File: config.mk
export PLATFORM = sky130hd
export DESIGN_NAME = alu_arbiter
export DESIGN_NICKNAME = d
export VERILOG_FILES = /design/src/rtl/alu_arbiter.sv
export SDC_FILE = /design/constraint.sdc
export NUM_CORES = 1
export LEC_CHECK = 0
export BUFFER_PORTS_ARGS = -buffer_cell sky130_fd_sc_hd__buf_4
export CAP_MARGIN = 0
export CORE_MARGIN = 8
export CORE_UTILIZATION = 40
export DETAILED_ROUTE_END_ITERATION = 12
export GPL_ROUTABILITY_DRIVEN = 0
export PLACE_DENSITY = 0.72
export SETUP_SLACK_MARGIN = 0.3
export SYNTH_ARGS = -nofsm -noshare
export SYNTH_HDL_FRONTEND = slang
export SYNTH_SLANG_ARGS = --single-unit
File: constraint.sdc
create_clock -name CLK -period 1.3 [get_ports CLK]
set_input_delay 0.195 -clock CLK [delete_from_list [all_inputs] [get_ports CLK]]
set_output_delay 0.195 -clock CLK [all_outputs]
set_load 0.01 [all_outputs]
File: src/rtl/alu_arbiter.sv
// Two-requester round-robin front end for a single registered ALU.
// One operation in flight: grant, issue operands, wait ALU_LAT cycles, return the tagged result.
module alu_arbiter #(
   parameter int DATA_W  = 4,
   parameter int OP_W    = 2,
   parameter int OUT_W   = 8,
   parameter int ALU_LAT = 1
) (
   input  logic              CLK,
   input  logic              RST,
   input  logic              req0,
   input  logic [DATA_W-1:0] a0,
   input  logic [DATA_W-1:0] b0,
   input  logic [OP_W-1:0]   op0,
   output logic              gnt0,
   input  logic              req1,
   input  logic [DATA_W-1:0] a1,
   input  logic [DATA_W-1:0] b1,
   input  logic [OP_W-1:0]   op1,
   output logic              gnt1,
   output logic [DATA_W-1:0] alu_a,
   output logic [DATA_W-1:0] alu_b,
   output logic [OP_W-1:0]   alu_op,
   input  logic [OUT_W-1:0]  alu_out,
   output logic [OUT_W-1:0]  res,
   output logic              res_id,
   output logic              res_vld,
   output logic              busy
);

   localparam int CNT_W = (ALU_LAT < 2) ? 1 : $clog2(ALU_LAT + 1);

   typedef enum logic [1:0] {IDLE, ISSUE, WAIT, DONE} state_t;

   state_t             state_q, state_d;
   logic [CNT_W-1:0]   cnt_q, cnt_d;
   logic               last_q, last_d;
   logic               id_q, id_d;
   logic               gnt0_q, gnt0_d, gnt1_q, gnt1_d;
   logic [DATA_W-1:0]  alu_a_q, alu_a_d, alu_b_q, alu_b_d;
   logic [OP_W-1:0]    alu_op_q, alu_op_d;
   logic [OUT_W-1:0]   res_q, res_d;
   logic               res_id_q, res_id_d;
   logic               res_vld_q, res_vld_d;
   logic               busy_q, busy_d;
   logic               pick0, pick1;

   // Round-robin: on contention the requester that did not win last time goes first.
   assign pick0 = req0 & (~req1 | last_q);
   assign pick1 = req1 & (~req0 | ~last_q);

   always_comb begin
      state_d   = state_q;
      cnt_d     = cnt_q;
      last_d    = last_q;
      id_d      = id_q;
      alu_a_d   = alu_a_q;
      alu_b_d   = alu_b_q;
      alu_op_d  = alu_op_q;
      res_d     = res_q;
      res_id_d  = res_id_q;
      gnt0_d    = 1'b0;
      gnt1_d    = 1'b0;
      res_vld_d = 1'b0;
      case (state_q)
         IDLE, DONE: begin
            state_d = IDLE;
            if (pick0) begin
               alu_a_d  = a0;
               alu_b_d  = b0;
               alu_op_d = op0;
               id_d     = 1'b0;
               last_d   = 1'b0;
               gnt0_d   = 1'b1;
               state_d  = ISSUE;
            end else if (pick1) begin
               alu_a_d  = a1;
               alu_b_d  = b1;
               alu_op_d = op1;
               id_d     = 1'b1;
               last_d   = 1'b1;
               gnt1_d   = 1'b1;
               state_d  = ISSUE;
            end
         end
         ISSUE: begin
            cnt_d   = CNT_W'(ALU_LAT);
            state_d = WAIT;
         end
         WAIT: begin
            if (cnt_q == CNT_W'(1)) begin
               res_d     = alu_out;
               res_id_d  = id_q;
               res_vld_d = 1'b1;
               cnt_d     = '0;
               state_d   = DONE;
            end else begin
               cnt_d = cnt_q - CNT_W'(1);
            end
         end
         default: state_d = IDLE;
      endcase
      busy_d = (state_d != IDLE);
   end

   always_ff @(posedge CLK or negedge RST) begin
      if (!RST) begin
         state_q   <= IDLE;
         cnt_q     <= '0;
         last_q    <= 1'b1;
         id_q      <= 1'b0;
         gnt0_q    <= 1'b0;
         gnt1_q    <= 1'b0;
         alu_a_q   <= '0;
         alu_b_q   <= '0;
         alu_op_q  <= '0;
         res_q     <= '0;
         res_id_q  <= 1'b0;
         res_vld_q <= 1'b0;
         busy_q    <= 1'b0;
      end else begin
         state_q   <= state_d;
         cnt_q     <= cnt_d;
         last_q    <= last_d;
         id_q      <= id_d;
         gnt0_q    <= gnt0_d;
         gnt1_q    <= gnt1_d;
         alu_a_q   <= alu_a_d;
         alu_b_q   <= alu_b_d;
         alu_op_q  <= alu_op_d;
         res_q     <= res_d;
         res_id_q  <= res_id_d;
         res_vld_q <= res_vld_d;
         busy_q    <= busy_d;
      end
   end

   assign gnt0    = gnt0_q;
   assign gnt1    = gnt1_q;
   assign alu_a   = alu_a_q;
   assign alu_b   = alu_b_q;
   assign alu_op  = alu_op_q;
   assign res     = res_q;
   assign res_id  = res_id_q;
   assign res_vld = res_vld_q;
   assign busy    = busy_q;

endmodule

**After elaboration in Yosys (flattened, before gate mapping)**

Index checks and enable logic that the tools add are counted.

- $add $sub $neg: 1
- Reduce and logical (&&, ||, !) cells: 7
- Bitwise gates (word level): 7
- Muxes and demuxes: 21
- Equal/unequal tests: 3

Operators with widths:

| kind | count |
|---|---|
| 4-bit 2-to-1 mux | 4 |
| 1-bit 2-to-1 mux | 12 |
| 2-bit 2-to-1 mux | 3 |
| 2-bit case mux with 3 select lines | 1 |
| 2-bit nonzero test | 3 |
| 2-bit == test (second input constant) | 2 |
| 2-bit AND reduction | 2 |
| 1-bit inverter | 3 |
| 1-bit bitwise AND | 2 |
| 2-bit by 1-bit == test with 1-bit output (second input constant) | 1 |
| 2-bit logical NOT | 1 |
| 1-bit OR | 2 |
| 1-bit case mux with 2 select lines | 1 |
| 2-bit OR reduction | 1 |
| 1-bit subtractor (second input constant) | 1 |

- Word-level logic and storage cells: 52
- Register bits after elaboration: 28
- Bits of input ports: 32
- Output and inout port bits: 23

**Longest topological paths before layout**

- Depth after elaboration: 7
- Mapped depth: 7
- Mapped depth without buffers: 5

**Worst setup path before layout**

Ideal clock, no wire load.

- Kind: reg2reg
- Start point: register state_q[0]
- End point: register alu_a_q[0] (netlist: alu_a[0])
- Cell stages (with the launch flop): 8
- Arrival: 1.200 ns
- Period minus slack after synthesis: 1.323 ns
- Buffers on the path: 2
- Path slack: -0.023 ns
- Setup time: 0.123 ns
- Required time: 1.177 ns
- Path through: dfrtp_1 > inv_1 > ha_1 > buf_2 > o21ai_2 > buf_4 > a31oi_1 > a21oi_1

- Longest elaborated chain between the ends: 3
- Elaborated cells on any way between the ends: 4
- Those cells by class: 1 x eq/ne; 3 x reduce/logical

Ends and longest elaborated chain:

| element | line | text |
|---|---|---|
| start, declared | 35 | `state_t state_q, state_d;` |
| start signal, assigned | 122 | `state_q <= state_d;` |
| 2-bit == test or 2-bit logical NOT (tied branches) | 65 | `case (state_q)` |
| 2-bit OR reduction * | 65 |  |
| 2-bit AND reduction (no line) * | n/a |  |
| end signal, assigned | 128 | `alu_a_q <= alu_a_d;` |
| end, declared | 40 | `logic [DATA_W-1:0] alu_a_q, alu_a_d, alu_b_q, alu_b_d;` |

Mark *: on every way between the ends. The rest lies on a longest branch, timed or not.
A chain may end at the register's enable or synchronous reset.

**Final worst setup path**

- Start point: register state_q[1]
- End point: register alu_op_q[1] (netlist: alu_op[1])

- Longest elaborated chain between the ends: 3
- Elaborated cells on any way between the ends: 4
- Those cells by class: 1 x eq/ne; 3 x reduce/logical

Ends and longest elaborated chain:

| element | line | text |
|---|---|---|
| 2-bit == test or 2-bit logical NOT (tied branches) | 65 |  |
| 2-bit OR reduction * | 65 |  |
| 2-bit AND reduction (no line) * | n/a |  |
| end signal, assigned | 130 | `alu_op_q <= alu_op_d;` |
| end, declared | 41 | `logic [OP_W-1:0] alu_op_q, alu_op_d;` |

Marks and branches as above.

==> Implementation_results.wiki <==
{| class="wikitable"
! Metric !! Value
|-
| Status || completed
|-
| I/O pin cnt || 55
|-
| H-tree lvl count || 1
|-
| Number of vias after detailed routing || 1147
|-
| GR met3 Demand/Resource || 6.695%
|-
| Gate family responsible for the most delay along the worst path || flip-flops
|-
| Peak fanout along the critical path || 5
|-
| Clock tree root buffer cell || clkbuf_4
|-
| Data arrival time of the critical path || 1.51 ns
|-
| Max Buffers Root-to-Sink || 2
|-
| Vias per cell || 5.237
|-
| Final-stage net count || 220
|-
| Routed WL || 3543 um
|-
| Post-synthesis sequential area ratio || 56.90%
|-
| Overall power of the completed layout || 6.287 mW
|-
| Number of design-rule violations left by the first detailed-router iteration || 42
|-
| Area enclosed by the die boundary || 5117 um2
|-
| Reg clk slew, reported paths || 0.15 ns
|-
| Max stage delay on crit path || 0.43 ns
|-
| Hold Path Stages || 2
|-
| Required time at the worst-slack endpoint || 1.56 ns
|-
| Placeable Area || 3003 um2
|-
| Clock period minus final worst setup slack || 1.257 ns
|-
| Netlist area before placement || 1234 um2
|-
| Fraction of final layout cells sized beyond drive strength 1 || 69.35%
|-
| Starting density of the core || 41.08%
|-
| Die outline width || 71.54 um
|-
| Leftover overflow at the end of global routing || 0
|-
| Total negative setup slack || 0 ns
|-
| Post-route clock period utilization || 96.72%
|-
| HPWL after detailed placement || 2339 um
|-
| Warnings, synthesis || 0
|-
| Antenna-violating nets left || 0
|-
| Met1 capacity usage during global routing || 15.10%
|-
| Number of diodes || 0
|-
| Antenna violations before repair || 0
|-
| Worst supply voltage drop on vdd || 1.641 mV
|-
| Worst-case headroom to the max-slew limit || 74.63%
|-
| Max capacitance violation total || 0
|-
| Setup repair after global routing missed its margin || true
|-
| Worst hold path endpoint || res[7]
|-
| Clock tree from TritonCTS || done
|-
| DRC Markers || 0
|-
| Clock buffers created by TritonCTS || 3
|-
| GRT Util Overall || 13.86%
|-
| Buffers added on ports || 54
|-
| Leakage component of the power || 1.017 nW
|-
| Final setup skew || 0.007653 ns
|-
| Utilization after layout || 72.58%
|-
| Filler Cell Count || 227
|-
| Final non-filler cell total || 219
|-
| Peak clock frequency supported by timing || 0.7953 GHz
|-
| Critical path capture point type || flop
|-
| Drt pass-1 iters || 4
|-
| Series of cell instances along the critical path || ha_4, o21a_4, buf_12, nor2_4, a21oi_2
|-
| Total power density per cell area || 2884 nW/um2
|-
| Number of max-slew violations in the final report || 0
|-
| Synthesis-to-layout area growth || 76.67%
|-
| Buf+Inv Stages, Crit Path || 1
|-
| Fin. Hold Viols || 0
|-
| Number of distinct standard cells referenced by the synthesized netlist || 25
|-
| Hold Crit Start || alu_out[7]
|-
| Vias in the first global route || 1232
|-
| Placement row count || 20
|-
| Per-cell routed wire length || 16.18 um
|-
| Number of instances in the synthesized netlist || 108
|-
| Tightest hold margin || 0.08734 ns
|-
| Slowest cell on the critical path || dfrtp_1
|-
| R2R setup slack || 0.04 ns
|-
| FF-to-FF Start || state_q[1]
|-
| Logic depth of the worst register-to-register path || 5
|-
| Destination of the worst register-to-register timing path || alu_op[1]
|-
| Path category of the worst min-delay check || in2reg
|-
| Maximum number of pins on one net before global-route repair || 29
|-
| Number of synthesized register bits || 28
|-
| Syn Nets || 141
|-
| Dpl cells || 189
|-
| Finish-stage setup viols || 0
|-
| Floorplan die height || 71.54 um
|-
| Type of origin of the critical path || flop
|-
| Total number of clock tree sinks || 28
|-
| Slew @ Worst Pin || 0.3791 ns
|-
| First-pass GRT wire length || 5754 um
|-
| GRT busiest layer || met2
|-
| Global-route met2 utilization || 23.57%
|-
| Clock latency at the later pin of the worst-skew pair || 0.32 ns
|-
| Worst Path Class, Setup || reg2reg
|-
| Mean Syn Cell Area || 11.42 um2
|}
==> worst max path at each step <==
stage                          start         to  slack, ns  depth (start not counted)
after floorplan           state_q[1]   alu_a[0]       0.05                          6
after global placement    state_q[0]       id_q      -0.02                          6
after detailed placement  state_q[1]   alu_a[3]      -0.04                          5
after CTS                 state_q[1]   alu_a[2]       0.06                          5
after global routing      state_q[0]       id_q     -0.002                          6
final                     state_q[1]  alu_op[1]       0.04                          5
==> state kept, by name, summed over array words and instances (netlist names) <==
name and flops:
res 8, busy 1, last_q 1, alu_op 2, alu_a 4, gnt0 1
id_q 1, cnt_q 1, res_id 1, state_q 2, res_vld 1, alu_b 4
gnt1 1
==> synthesized netlist by cell type <==
cell	n	area share (%)
mux2_1	1	0.91
nor3_2	1	0.81
a21oi_1	12	4.9
and2b_4	1	0.81
buf_2	3	1.2
nor2_1	10	3.0
nor2b_1	1	0.51
dfstp_2	1	2.1
o21bai_1	1	0.61
dfrtp_1	27	55
o21ai_2	1	0.71
a31oi_1	11	5.6
nand2b_1	1	0.51
o21ai_1	11	4.5
o21a_1	1	0.61
ha_1	1	1.0
inv_1	3	0.91
mux2i_1	1	0.81
nand2_1	5	1.5
buf_6	2	1.8
o21ai_0	1	0.41
buf_12	1	1.6
buf_4	2	1.2
inv_2	2	0.61
mux2_4	7	8.5
==> area by class of cell <==
class                      instances  area [um2]  area share, %
timing repair buffer              81       733.2          33.64
multi-input combinational         68       631.9          28.99
sequential                        28       701.9          32.20
clock inverter                     1       30.03          1.378
inverter                           5       18.77         0.8611
clock buffer                       3       22.52          1.033
tap                               33       41.29          1.894
==> cells by family after synthesis <==
kind of cell	synth area share (%)
AOI/OAI and AO/OA	17.24
DFF	56.90
and+or+nand+nor	7.202
buffers and inverters	7.403
muxes	10.24
adders and majority gates	1.014
==> through the flow <==
step	cell area, um2	setup WS (ns)
6_report	2180	0.04261
5_1_grt	2180	-0.001969
4_1_cts	2068	0.06097
3_5_place_dp	1649	-0.04143
3_3_place_gp	1649	-0.02181
2_1_floorplan	1261	0.05184
==> metal layers <==
layer / share of wire, % / vias to the layer above
met1: 38 / 562
met3: 11 / 2
met2: 50 / 50
met5: 0 / -
li1: - / 533
met4: 0.48 / 0
==> power by group <==
group	switching (mW)	internal [mW]
Clock	0.254	0.312
Combinational	1.67	2.37
Sequential	0.350	1.33
Total	2.28	4.01
==> cells in the final DEF, fill, tap and decap left out, types with 2 or more instances in the layout <==
| cell type | count |
|---|---|
| nor2_4 | 8 |
| clkbuf_4 | 3 |
| a21oi_1 | 3 |
| o21ai_1 | 11 |
| buf_4 | 54 |
| mux2_4 | 8 |
| dfrtp_1 | 27 |
| buf_6 | 24 |
| a31oi_2 | 3 |
| inv_2 | 4 |
| nor2_2 | 2 |
| a21oi_2 | 9 |
| a31oi_1 | 8 |
| nand2_1 | 4 |
==> repair_timing <==
| action | 4_1_cts | 5_1_grt |
|---|---|---|
| gates resized for setup | 58 | 9 |
| endpoints found under the setup margin | 51 | 51 |
| buffers inserted | 13 | 10 |
| hold buffers | 1 | 0 |
| endpoints found under the hold margin | 27 | 0 |
| pin swaps | 3 | 4 |
| gates cloned | 2 | 0 |
(Power assumes the default switching activity.)
